File: config.mk
export PLATFORM = sky130hd
export DESIGN_NAME = inst_mem_loader
export DESIGN_NICKNAME = d
export VERILOG_FILES = /design/src/rtl/inst_mem_loader_pkg.sv /design/src/rtl/inst_mem_loader.sv
export SDC_FILE = /design/constraint.sdc
export NUM_CORES = 1
export LEC_CHECK = 0
export CORE_MARGIN = 2
export CORE_UTILIZATION = 57
export CTS_CLUSTER_SIZE = 28
export DETAILED_ROUTE_END_ITERATION = 8
export PLACE_DENSITY_LB_ADDON = 0.2
export SLEW_MARGIN = 20
export SYNTH_ARGS = -nofsm -noshare
export SYNTH_HDL_FRONTEND = slang
export SYNTH_SLANG_ARGS = --single-unit
File: constraint.sdc
create_clock -name clk -period 6.5 [get_ports clk]
set_clock_uncertainty 0.05 [all_clocks]
set_input_delay 0.975 -clock clk [delete_from_list [all_inputs] [get_ports clk]]
set_output_delay 0.975 -clock clk [all_outputs]
set_load 0.01 [all_outputs]
File: src/rtl/inst_mem_loader_pkg.sv
// Shared types and constants for the instruction-memory loader.
package inst_mem_loader_pkg;

   typedef enum logic [1:0] {
      IDLE  = 2'd0,
      LOAD  = 2'd1,
      WRITE = 2'd2
   } loader_state_e;

   localparam int unsigned BYTES_PER_WORD = 4;
   localparam int unsigned BEAT_W         = 2;

endpackage

File: src/rtl/inst_mem_loader.sv
// Streams 32-bit words into a byte-wide memory port, big-endian, one byte per cycle.
// Optional running checksum port enabled by defining LOADER_CHECKSUM_EN.
module inst_mem_loader
   import inst_mem_loader_pkg::*;
#(
   parameter int unsigned MEM_BYTES = 2048,
   parameter int unsigned ADDR_W    = 32,
   parameter int unsigned BASE_ADDR = 0
) (
   input  logic              clk,
   input  logic              rst_n,
   input  logic              start,
   input  logic              word_valid,
   output logic              word_ready,
   input  logic [31:0]       word_data,
   input  logic              word_last,
   output logic              mem_we,
   output logic [ADDR_W-1:0] mem_addr,
   output logic [7:0]        mem_wdata,
   output logic              busy,
   output logic              done,
   output logic              overflow_err,
   output logic [15:0]       words_loaded
`ifdef LOADER_CHECKSUM_EN
   ,
   output logic [31:0]       checksum
`endif
);

   localparam int unsigned       EXT_W     = ADDR_W + 1;
   localparam logic [EXT_W-1:0]  MEM_LIMIT = EXT_W'(MEM_BYTES);
   localparam logic [EXT_W-1:0]  WORD_STEP = EXT_W'(BYTES_PER_WORD);
   localparam logic [ADDR_W-1:0] BASE_PTR  = ADDR_W'(BASE_ADDR);

   loader_state_e     state_q, state_d;
   logic [ADDR_W-1:0] ptr_q;
   logic [31:0]       shift_q;
   logic [BEAT_W-1:0] beat_q;
   logic              last_q;
   logic              done_q;
   logic              ovf_q;
   logic [15:0]       words_q;
   logic              word_fits;
   logic              last_beat;

   // Extra bit keeps the bound check correct even when the pointer is near 2^ADDR_W.
   assign word_fits = ({1'b0, ptr_q} + WORD_STEP) <= MEM_LIMIT;
   assign last_beat = (beat_q == '1);

   assign done         = done_q;
   assign overflow_err = ovf_q;
   assign words_loaded = words_q;

   always_ff @(posedge clk or negedge rst_n) begin
      if (!rst_n) state_q <= IDLE;
      else        state_q <= state_d;
   end

   always_comb begin
      state_d    = state_q;
      word_ready = 1'b0;
      busy       = 1'b0;
      mem_we     = 1'b0;
      mem_addr   = '0;
      mem_wdata  = '0;
      case (state_q)
         IDLE: begin
            if (start) state_d = LOAD;
         end
         LOAD: begin
            word_ready = 1'b1;
            busy       = 1'b1;
            if (word_valid) state_d = word_fits ? WRITE : IDLE;
         end
         WRITE: begin
            busy      = 1'b1;
            mem_we    = 1'b1;
            mem_addr  = ptr_q;
            mem_wdata = shift_q[31:24];
            if (last_beat) state_d = last_q ? IDLE : LOAD;
         end
         default: state_d = IDLE;
      endcase
   end

`ifdef LOADER_CHECKSUM_EN
   logic [31:0] cks_q;
   assign checksum = cks_q;

   always_ff @(posedge clk or negedge rst_n) begin
      if (!rst_n) begin
         cks_q <= '0;
      end else if (state_q == IDLE && start) begin
         cks_q <= '0;
      end else if (state_q == LOAD && word_valid && word_fits) begin
         cks_q <= cks_q + word_data;
      end
   end
`endif

   always_ff @(posedge clk or negedge rst_n) begin
      if (!rst_n) begin
         ptr_q   <= BASE_PTR;
         shift_q <= '0;
         beat_q  <= '0;
         last_q  <= 1'b0;
         done_q  <= 1'b0;
         ovf_q   <= 1'b0;
         words_q <= '0;
      end else begin
         case (state_q)
            IDLE: begin
               if (start) begin
                  ptr_q   <= BASE_PTR;
                  words_q <= '0;
                  done_q  <= 1'b0;
                  ovf_q   <= 1'b0;
               end
            end
            LOAD: begin
               if (word_valid) begin
                  if (word_fits) begin
                     shift_q <= word_data;
                     last_q  <= word_last;
                     beat_q  <= '0;
                  end else begin
                     ovf_q <= 1'b1;
                  end
               end
            end
            WRITE: begin
               shift_q <= {shift_q[23:0], 8'h00};
               ptr_q   <= ptr_q + ADDR_W'(1);
               beat_q  <= beat_q + BEAT_W'(1);
               if (last_beat) begin
                  if (words_q != '1) words_q <= words_q + 16'd1;
                  if (last_q) done_q <= 1'b1;
               end
            end
            default: ;
         endcase
      end
   end

endmodule

==> results of run 1 <==
[area by class of cell]
| cell class | count | share of cell area, % |
|---|---|---|
| Timing Repair Buffer | 102 | 15.8 |
| Clock buffer | 9 | 1.94 |
| Multi-Input combinational cell | 420 | 43.1 |
| Sequential cell | 87 | 34.1 |
| Clock inverter | 6 | 1.35 |
| Inverter | 28 | 1.65 |
| Tap cell | 108 | 2.12 |
[worst max-delay path by stage]
stage / slack, ns / endpoint / cells past startpoint
floorplan: 3.47 / ptr_q[31] / 9
global placement: 2.67 / ptr_q[31] / 9
detailed placement: 2.60 / ptr_q[31] / 9
CTS: 2.57 / ptr_q[31] / 11
global route: 2.25 / ptr_q[31] / 11
finish: 2.59 / ptr_q[31] / 11
[power groups by stage]
stage / sequential [mW] / combinational [mW] / clock (mW)
2_1_floorplan: 0.746 / 0.553 / 0
3_3_place_gp: 0.760 / 0.705 / 0
3_5_place_dp: 0.770 / 0.735 / 0
4_1_cts: 0.761 / 0.739 / 0.415
5_1_grt: 0.779 / 0.812 / 0.436
6_report: 0.762 / 0.733 / 0.407
[stage by stage]
step / area [sq um] / power [mW]
6_report: 6380 / 1.90
5_1_grt: 6380 / 2.03
4_1_cts: 6380 / 1.91
3_5_place_dp: 6170 / 1.50
3_3_place_gp: 6170 / 1.46
2_1_floorplan: 5220 / 1.30
[layout by cell type, fill, tap and decap left out, types with 3 or more instances in the layout]
cell type,netlist,final
a21oi_1,21,21
a221oi_1,18,18
and2_1,38,38
and3_1,10,10
and4_1,6,6
buf_4,6,6
clkbuf_8,0,9
clkdlybuf4s50_1,0,96
dfrtp_1,87,87
ha_1,8,7
inv_1,28,28
mux2_2,3,3
mux2i_1,37,37
nand2_1,34,34
nand2b_1,6,6
nand3_1,19,19
nand4_1,18,18
nor2_1,70,69
nor2b_1,3,3
nor3_1,11,11
nor3b_1,5,5
nor4_1,5,5
o21ai_0,14,14
o22ai_1,8,8
o31ai_1,3,3
or3_1,13,13
xnor2_1,9,9
xor2_1,25,25
[sequential cells by signal, indices dropped and copies added (netlist names)]
| name | cells |
|---|---|
| beat_q | 2 |
| ptr_q | 32 |
| done | 1 |
| overflow_err | 1 |
| words_loaded | 16 |
| last_q | 1 |
| shift_q | 32 |
| state_q | 2 |
[cells by family (layout without fill, tap and decap cells)]
family / Yosys count / after routing
flip-flops: 87 / 87
XOR/XNOR: 34 / 34
buffers and inverters: 66 / 145
AO/OA/AOI/OAI: 84 / 84
AND/OR/NAND/NOR: 254 / 254
adder cells (fa/ha/maj): 8 / 8
multiplexers: 40 / 40
[worst max-delay path, delay by kind of cell (launching register included)]
| kind | cells | cell delay (ns) |
|---|---|---|
| buf+inv | 2 | 0.50 |
| flops | 1 | 0.42 |
| mux | 1 | 0.24 |
| fa+ha+maj | 1 | 0.51 |
| compound gates | 1 | 0.14 |
| simple gates | 6 | 1.97 |
[layer usage]
layer / global-route usage (%) / wire length [um] / vias to the layer above
met5: 0 / 0 / -
met4: 6.11 / 130 / 0
met3: 3.58 / 629 / 12
met2: 40.8 / 5810 / 148
met1: 38.0 / 5790 / 2215
li1: - / - / 2162
==> impl_results.md, run 1 <==
* Status: complete, no violations
* Beginning of the critical path: state_q[0]
* H-tree levels at 3
* CTS clk-pin slew, worst paths at about 0.09 ns
* Largest net degree at the start of global routing at 65
* Syn Area/Cell at 9.10 sq um
* Post-Synth Adder-Cell Area at 1.92%
* Clock Path Buffers at 2
* Total wire length at 12400 um
* Pre-Repair DR Iteration Count at 4
* Mux share of post-synthesis cell area at under 10%
* Hold Crit Class: in2async
* # setup viols final at 0
* Post-cts resize count at 0
* Drt drc at 0
* Post-CTS Hold Fix Bufs at 0
* Slowest-stage cell, CP: ha_2
* Die height at approximately 100 um
* DR iter-0 viols at 280
* Final Wtd Congestion at 0.917
* FMAX at 256 MHz
* TritonCTS Buffers at 9
* Die W at 99.7 um
* Xor/xnor share of the synthesized area at 5.71%
* Vias in the first global route at roughly 4400
* Cell area after synthesis at ~5200 sq um
* FF+latch area at 2180 sq um
* RR Startpoint: state_q[0]
* Largest family of logic cells by synthesized area: simple AND/OR/NAND/NOR gates
* Post-synthesis async set-or-reset flop share at 100%
* Max-slew headroom at between 40% and 50%
* Worst-Margin Slew at 0.803 ns
* Reg2reg path depth at 11
* Via/cell ratio at 5.97
* Tcrit/Tclk final at 60.2%
* Cell Count, Final, Fillers Out at 760
* Number of synthesized flops with an enable pin at 0
* Hold slack final at 0.454 ns
* GR Overflow Total at 0
* Critical Path Source Type: register
* Pwr dens at 298 nW/um^2
* Crit path largest cell delay at 0.51 ns
* Netlist cell types at 57
* Vias at 4537
* FILL cells at ~700
* Worst-path fanout max at 34
* Count leader, synth: dfrtp_1
* Simple-Gate Fraction of Synth Area at 26.1%
* R2R setup slack at 2.59 ns
* TritonCTS clock tree: done
* Internal Pwr Total at around 1.2 mW
* Sink Count at 87
* Layout cells sized above 1 at 5.67%
* Cells after synthesis at roughly 570
* Post-DRT Antenna Nets at 0
* Area growth syn-to-layout at 22.4%
* CP endpoint kind: register
* Critical path arrival at ~4.1 ns
* Comb power frac at around two fifths
* Clock group share of total power at between 20% and 30%
* Inst Count DP at 745
* DP Wirelength at 8660 um
* Reg2Reg Capture Point: ptr_q[31]
* Static Leak at 2.85 nW
* Core area at 8810 sq um
* Final Util at 72.5%
* Routed wire per std cell at 16.3 um
* # diodes at 0
* Footprint of the multi-input gates at 2750 sq um
* Io pins at 98
* Initial antenna violation count at 0
* Switching pwr at 0.698 mW
* Syn_nets at 618
* Max Slew Vio Count at 0
* CP Data Required Time at 6.72 ns
* Critical path, cell by cell: inv_1 -> ha_2 -> buf_4 -> mux2i_1 -> or3_1 -> nor3_2 -> nor3b_1 -> nand2_1 -> or2_1 -> or3_1 -> a21oi_1
* Area fraction of the dominant cell type after synthesis at 41.7%
* Final WS setup at around 2.6 ns
* Dominant synthesized flop cell: dfrtp_1
* Post-CTS Setup Bufs at 0
* Most frequent CP cell: or3_1
* Sw Share at 36.7%
* Synth area leader: dfrtp_1
* Max-Cap Viols at 0
* Initial core utilization at 59.2%
* I/O Buffers at between 90 and 100
* Place WS at 2.60 ns
* Clk_lat worst skew at 0.35 ns
* Final Hold Violating Endpoints at 0
* Clock root buffer: clkbuf_8
* Worst Setup Path Type: reg2reg
* VDD IR-drop max at 0.278 mV
* Wire length of the first global-routing pass at 21000 um
* Unrepaired setup endpoints after global routing: no
* GRT Overall Usage at between 20% and 30%
* Synthesis warning total at 0
* Compound-Gate Fraction of Synth Area at 11.2%
* Sequential Power Share at 40.1%
* Setup_tns at 0 ns
* Die area at 9930 sq um
* List of most frequent post-synthesis cells: dfrtp_1, nor2_1, and2_1, mux2i_1, nand2_1
* #FFs+latches synth at just under 90
* Sequential share of the synthesized area at between 40% and 50%
* Top post-synthesis cells by area: dfrtp_1, mux2i_1, nor2_1
* Num rows at 34
* Final nets at 693
* Final min period at 3.91 ns
Note: power is estimated with default switching activity, not from simulation.
==> inputs of run 2 (changes only) <==
--- a/config.mk
+++ b/config.mk
@@ -6,7 +6,7 @@
 export NUM_CORES = 1
 export LEC_CHECK = 0
 export CORE_MARGIN = 2
-export CORE_UTILIZATION = 57
+export CORE_UTILIZATION = 48
 export CTS_CLUSTER_SIZE = 28
 export DETAILED_ROUTE_END_ITERATION = 8
 export PLACE_DENSITY_LB_ADDON = 0.2
==> constraint.sdc (replaced) <==
create_clock -name clk -period 3.5 [get_ports clk]
set_clock_uncertainty 0.05 [all_clocks]
set_input_delay 0.525 -clock clk [delete_from_list [all_inputs] [get_ports clk]]
set_output_delay 0.525 -clock clk [all_outputs]
set_load 0.01 [all_outputs]
==> impl_results.md, run 2 (synthesis results as in run 1) <==
* Status: complete, no violations (unchanged)
* Final Hold Violating Endpoints at 0 (unchanged)
* Vias in the first global route at 4214 (was 4397)
* Drt drc at 0 (unchanged)
* Most common cell after layout, fill and taps aside: clkdlybuf4s50_1 (unchanged)
* Setup_tns at 0 ns (unchanged)
* Hold Crit Class: in2async (unchanged)
* CP endpoint kind: output port (was register)
* Largest net degree at the start of global routing at 63 (was 65)
* Critical path, cell by cell: inv_1 -> ha_2 -> buf_4 -> inv_1 -> nor2_1 -> clkdlybuf4s50_1 (was inv_1 -> ha_2 -> buf_4 -> mux2i_1 -> or3_1 -> nor3_2 -> nor3b_1 -> nand2_1 -> or2_1 -> or3_1 -> a21oi_1)
* H-tree levels at 3 (unchanged)
* Via/cell ratio at 5.61 (was 5.97)
* Final Wtd Congestion at 0.911 (was 0.917)
* Vias at 4518 (was 4537)
* Sink Count at 87 (unchanged)
* Worst setup endpoint: mem_addr[31] (was ptr_q[31])
* Die height at 108 um (was 99.7 um)
* Io pins at 98 (unchanged)
* VDD IR-drop max at 0.312 mV (was 0.278 mV)
* # diodes at 0 (unchanged)
* DR iter-0 viols at 369 (was 280)
* Slowest-stage cell, CP: clkdlybuf4s50_1 (was ha_2)
* CTS clk-pin slew, worst paths at 0.09 ns (about the same)
* GRT Overall Usage at 22.8% (was 25.8%)
* Core area at 10700 sq um (was 8810 sq um)
* Critical path arrival at 2.65 ns (was 4.13 ns)
* Die area at 11700 sq um (was 9930 sq um)
* Hold slack final at 0.113 ns (was 0.454 ns)
* RR Startpoint: ptr_q[15] (was state_q[0])
* Most frequent CP cell: inv_1 (was or3_1)
* Final nets at 707 (was 693)
* Worst Setup Path Type: reg2out (was reg2reg)
* Pre-Repair DR Iteration Count at 5 (was 4)
* Worst-Margin Slew at 0.597 ns (was 0.803 ns)
* Routed wire per std cell at 16.0 um (was 16.3 um)
* Critical path depth at 6 (was 11)
* Initial core utilization at 48.7% (was 59.2%)
* Max Slew Vio Count at 0 (unchanged)
* Pwr dens at 545 nW/um^2 (was 298 nW/um^2)
* Top Family by Delay on Critical Path: buffers and inverters (was simple AND/OR/NAND/NOR gates)
* Routed metal-1 wirelength at 6310 um (was 5790 um)
* Critical path buffer and inverter count at 4 (was 2)
* # setup viols final at 0 (unchanged)
* Max-slew headroom at 60.2% (was 46.4%)
* R2R setup slack at 0.44 ns (was 2.59 ns)
* I/O Buffers at 97 (unchanged)
* DR top layer: met4 (unchanged)
* Reg2Reg Capture Point: shift_q[19] (was ptr_q[31])
* Post-CTS Hold Fix Bufs at 0 (unchanged)
* Die W at 108 um (was 99.7 um)
* Static Leak at 2.92 nW (was 2.85 nW)
* Worst-path fanout max at 62 (was 34)
* Crit path largest cell delay at 0.56 ns (was 0.51 ns)
* Layout cells sized above 1 at 7.81% (was 5.67%)
* CP Data Required Time at 2.92 ns (was 6.72 ns)
* Critical Path Source Type: register (unchanged)
* Wire length on met3 at 688 um (was 629 um)
* Reg2reg path depth at 9 (was 11)
* Unrepaired setup endpoints after global routing: no (unchanged)
* Area growth syn-to-layout at 25.2% (was 22.4%)
* TritonCTS clock tree: done (unchanged)
* Clock Path Buffers at 2 (unchanged)
* TritonCTS Buffers at 9 (unchanged)
* FILL cells at 953 (was 690)
* Num rows at 38 (was 34)
* Final min period at 3.22 ns
* Routed length on met2 at 5640 um (was 5810 um)
* Max-Cap Viols at 0 (unchanged)
* Total wire length at 12900 um (was 12400 um)
* Tcrit/Tclk final at 92.1%
* DP Wirelength at 8870 um (was 8660 um)
* Most frequent cells in the layout: clkdlybuf4s50_1, dfrtp_1, nor2_1 (unchanged)
* Beginning of the critical path: state_q[0] (unchanged)
* Post-DRT Antenna Nets at 0 (unchanged)
* Initial antenna violation count at 0 (unchanged)
* FMAX at 310 MHz
* GR Overflow Total at 0 (unchanged)
* Clk_lat worst skew at 0.37 ns (was 0.35 ns)
* Wire length of the first global-routing pass at 21100 um (was 21000 um)
* Clock root buffer: clkbuf_8 (unchanged)
## run 2: where the power goes
part	internal, mW	switching [mW]
Clock	0.331	0.386
Sequential	1.24	0.170
Combinational	0.640	0.787
## run 2: stage by stage
| stage | cell area [sq um] | utilization [%] | worst slack [ns] | power (mW) | cells |
|---|---|---|---|---|---|
| 3_5_place_dp | 6320 | 59.1 | 0.322 | 2.85 | 790 |
| 4_1_cts | 6510 | 60.9 | 0.255 | 3.57 | 805 |
| 5_1_grt | 6530 | 61.0 | 0.0561 | 3.81 | 806 |
| 3_3_place_gp | 6320 | 59.1 | 0.447 | 2.79 | 790 |
| 2_1_floorplan | 5220 | - | 0.572 | 2.41 | 573 |
| 6_report | 6530 | 61.0 | 0.276 | 3.56 | 806 |
## run 2: final cells by class
class	instances	area (sq um)	area share, %
multi-input combinational	420	2760	42.2
sequential	87	2180	33.4
timing repair buffer	116	1120	17.2
tap	140	175	2.68
clock buffer	9	124	1.90
inverter	28	105	1.61
clock inverter	6	68.8	1.05
## run 2: how the worst min path moves through the flow
stage                         start          endpoint  depth (start not counted)
after CTS                     rst_n  words_loaded[12]                          1
after detailed placement   ptr_q[0]          ptr_q[0]                          2
after global placement    beat_q[0]         beat_q[0]                          1
after global routing          rst_n   words_loaded[4]                          1
final                         rst_n   words_loaded[5]                          1
after floorplan               rst_n         beat_q[0]                          0
## run 2: worst register-to-register path, stage by stage (launching register included)
cell and delay [ns]:
dfrtp_1 0.51, nand4_2 0.23, or4_4 0.60, o21a_1 0.18
nor4_1 0.21, and4_1 0.29, a41o_1 0.19, buf_4 0.36
mux2i_1 0.27, a21oi_1 0.06
## run 2: what timing repair did
item | CTS | global route
resized for setup | 0 | 3
endpoints found under the setup margin | 0 | 18
buffers inserted | 0 | 1
## run 2: routing by layer
metal / track usage (%) / vias to the layer above
met4: 8.97 / 0
met2: 32.5 / 130
li1: - / 2200
met3: 3.80 / 19
met1: 34.5 / 2169
met5: 0 / -
==> inputs of run 3 (changes only) <==
==> constraint.sdc (replaced) <==
create_clock -name clk -period 3.5 [get_ports clk]
set_clock_uncertainty 0.05 [all_clocks]
set_input_delay 0.7 -clock clk [delete_from_list [all_inputs] [get_ports clk]]
set_output_delay 0.7 -clock clk [all_outputs]
set_load 0.01 [all_outputs]
==> impl_results.md, run 3 (synthesis results as in run 1) <==
* Status: complete, no violations (unchanged)
* Core area at 10700 sq um (unchanged)
* Final Wtd Congestion at 0.951 (was 0.911)
* Final min period at 3.26 ns (was 3.22 ns)
* Routed wire per std cell at 16.0 um (about the same)
* Total wire length at 12900 um (about the same)
* TritonCTS clock tree: done (unchanged)
* Vias at 4552 (was 4518)
* Pre-Repair DR Iteration Count at 5 (unchanged)
* Final Util at 61.2% (was 61.0%)
* Sink Count at 87 (unchanged)
* Critical path, cell by cell: nand4_2 -> or4_4 -> o21a_1 -> nor4_1 -> and4_1 -> nand4_1 -> buf_4 -> mux2i_1 -> a221oi_1 (was inv_1 -> ha_2 -> buf_4 -> inv_1 -> nor2_1 -> clkdlybuf4s50_1)
* FILL cells at 928 (was 953)
* Via/cell ratio at 5.65 (was 5.61)
* Die height at 108 um (unchanged)
* Die area at 11700 sq um (unchanged)
* Critical path arrival at 3.46 ns (was 2.65 ns)
* Vias in the first global route at 4468 (was 4214)
* Worst-Margin Slew at 0.649 ns (was 0.597 ns)
* Drt drc at 0 (unchanged)
* Hold slack final at 0.313 ns (was 0.113 ns)
* Post-CTS Hold Fix Bufs at 0 (unchanged)
* Place WS at 0.223 ns (was 0.322 ns)
* CP Data Required Time at 3.70 ns (was 2.92 ns)
* Max Slew Vio Count at 0 (unchanged)
* # setup viols final at 0 (unchanged)
* Inst Count DP at 790 (unchanged)
* Footprint of the multi-input gates at 2750 sq um (was 2760 sq um)
* Critical Path Source Type: register (unchanged)
* DR iter-0 viols at 350 (was 369)
* Slowest-stage cell, CP: or4_4 (was clkdlybuf4s50_1)
* Hold Crit Class: in2async (unchanged)
* Max-slew headroom at 56.8% (was 60.2%)
* Unrepaired setup endpoints after global routing: no (unchanged)
* Final WS setup at 0.242 ns (was 0.276 ns)
* Pwr Total at 3.56 mW (about the same)
* CTS clk-pin slew, worst paths at 0.09 ns (about the same)
* Setup_tns at 0 ns (unchanged)
* Worst-path fanout max at 11 (was 62)
* CP endpoint kind: register (was output port)
* Initial antenna violation count at 0 (unchanged)
* Clock Path Buffers at 2 (unchanged)
* Die W at 108 um (unchanged)
* Post-DRT Antenna Nets at 0 (unchanged)
* Clock root buffer: clkbuf_8 (unchanged)
* Crit path largest cell delay at 0.60 ns (was 0.56 ns)
* Fin area at 6540 sq um (was 6530 sq um)
* Cell Count, Final, Fillers Out at 806 (unchanged)
* Most common cell after layout, fill and taps aside: clkdlybuf4s50_1 (unchanged)
* Most frequent cells in the layout: clkdlybuf4s50_1, dfrtp_1, nor2_1 (unchanged)
* FMAX at 307 MHz (was 310 MHz)
* Initial core utilization at 48.7% (unchanged)
* Final nets at 707 (unchanged)
* GR Overflow Total at 0 (unchanged)
* FF+latch area at 2180 sq um (about the same)
* # diodes at 0 (unchanged)
* DP Wirelength at 9090 um (was 8870 um)
* Largest net degree at the start of global routing at 51 (was 63)
* Layout cells sized above 1 at 7.21% (was 7.81%)
* GRT Overall Usage at 22.9% (was 22.8%)
* VDD IR-drop max at 0.358 mV (was 0.312 mV)
* Tcrit/Tclk final at 93.1% (was 92.1%)
* Io pins at 98 (unchanged)
* Static Leak at 2.93 nW (was 2.92 nW)
* H-tree levels at 3 (unchanged)
* Clk_lat worst skew at 0.36 ns (was 0.37 ns)
* Worst Setup Path Type: reg2reg (was reg2out)
* Num rows at 38 (unchanged)
* Wire length of the first global-routing pass at 21400 um (was 21100 um)
* Pwr dens at 545 nW/um^2 (about the same)
* Max-Cap Viols at 0 (unchanged)
* Cell Area, Placed at 6330 sq um (was 6320 sq um)
* Area growth syn-to-layout at 25.5% (was 25.2%)
* TritonCTS Buffers at 9 (unchanged)
* Final Hold Violating Endpoints at 0 (unchanged)
* I/O Buffers at 97 (unchanged)
==> run 3: cell types whose count changed in the layout (fill, tap and decap cells not counted), sizes merged <==
cell      previous run  this run
inv                 30        28
clkinvlp             1         0
clkbuf               9        12
==> run 3: final timing paths <==
kind	start	end	cells after the start	slack, ns
hold reg to reg	ptr_q[0]	ptr_q[0]	2	0.46
min in group clk	ptr_q[0]	ptr_q[0]	2	0.46
setup reg to reg	ptr_q[13]	shift_q[24]	9	0.24
max in group asynchronous	rst_n	shift_q[21]	2	2.33
setup / recovery	ptr_q[13]	shift_q[24]	9	0.24
hold / removal	rst_n	ptr_q[10]	1	0.31
==> run 3: worst max-delay path, delay by kind of cell, from the launching register on <==
family / cells / cell delay [ns]
simple gates: 5 / 1.63
flops: 1 / 0.57
buf+inv: 1 / 0.30
compound gates: 2 / 0.47
mux: 1 / 0.13
==> run 3: report_power, final <==
part | switching (mW) | internal, mW
logic | 0.791 | 0.655
clock network | 0.358 | 0.347
registers | 0.167 | 1.24
==> run 3: per-layer routing <==
metal	part of all wire [%]	global-route usage (%)	routed length [um]	vias up
li1	-	-	-	2203
met1	47	32.6	6040	2196
met2	46	35.1	5920	136
met3	5.8	3.98	748	17
met4	1.4	8.15	186	0
met5	0	0	0	-
==> run 3: final cells by class <==
| type | count | share of cell area, % |
|---|---|---|
| clock buffer | 12 | 2.22 |
| multi-input combinational | 420 | 42.0 |
| tap | 140 | 2.68 |
| sequential | 87 | 33.3 |
| clock inverter | 3 | 0.669 |
| timing repair buffer | 116 | 17.6 |
| inverter | 28 | 1.61 |
==> run 3: what timing repair did <==
item	in CTS	in global routing
setup buffers	0	1
resized for setup	0	0
setup endpoints to repair	0	18
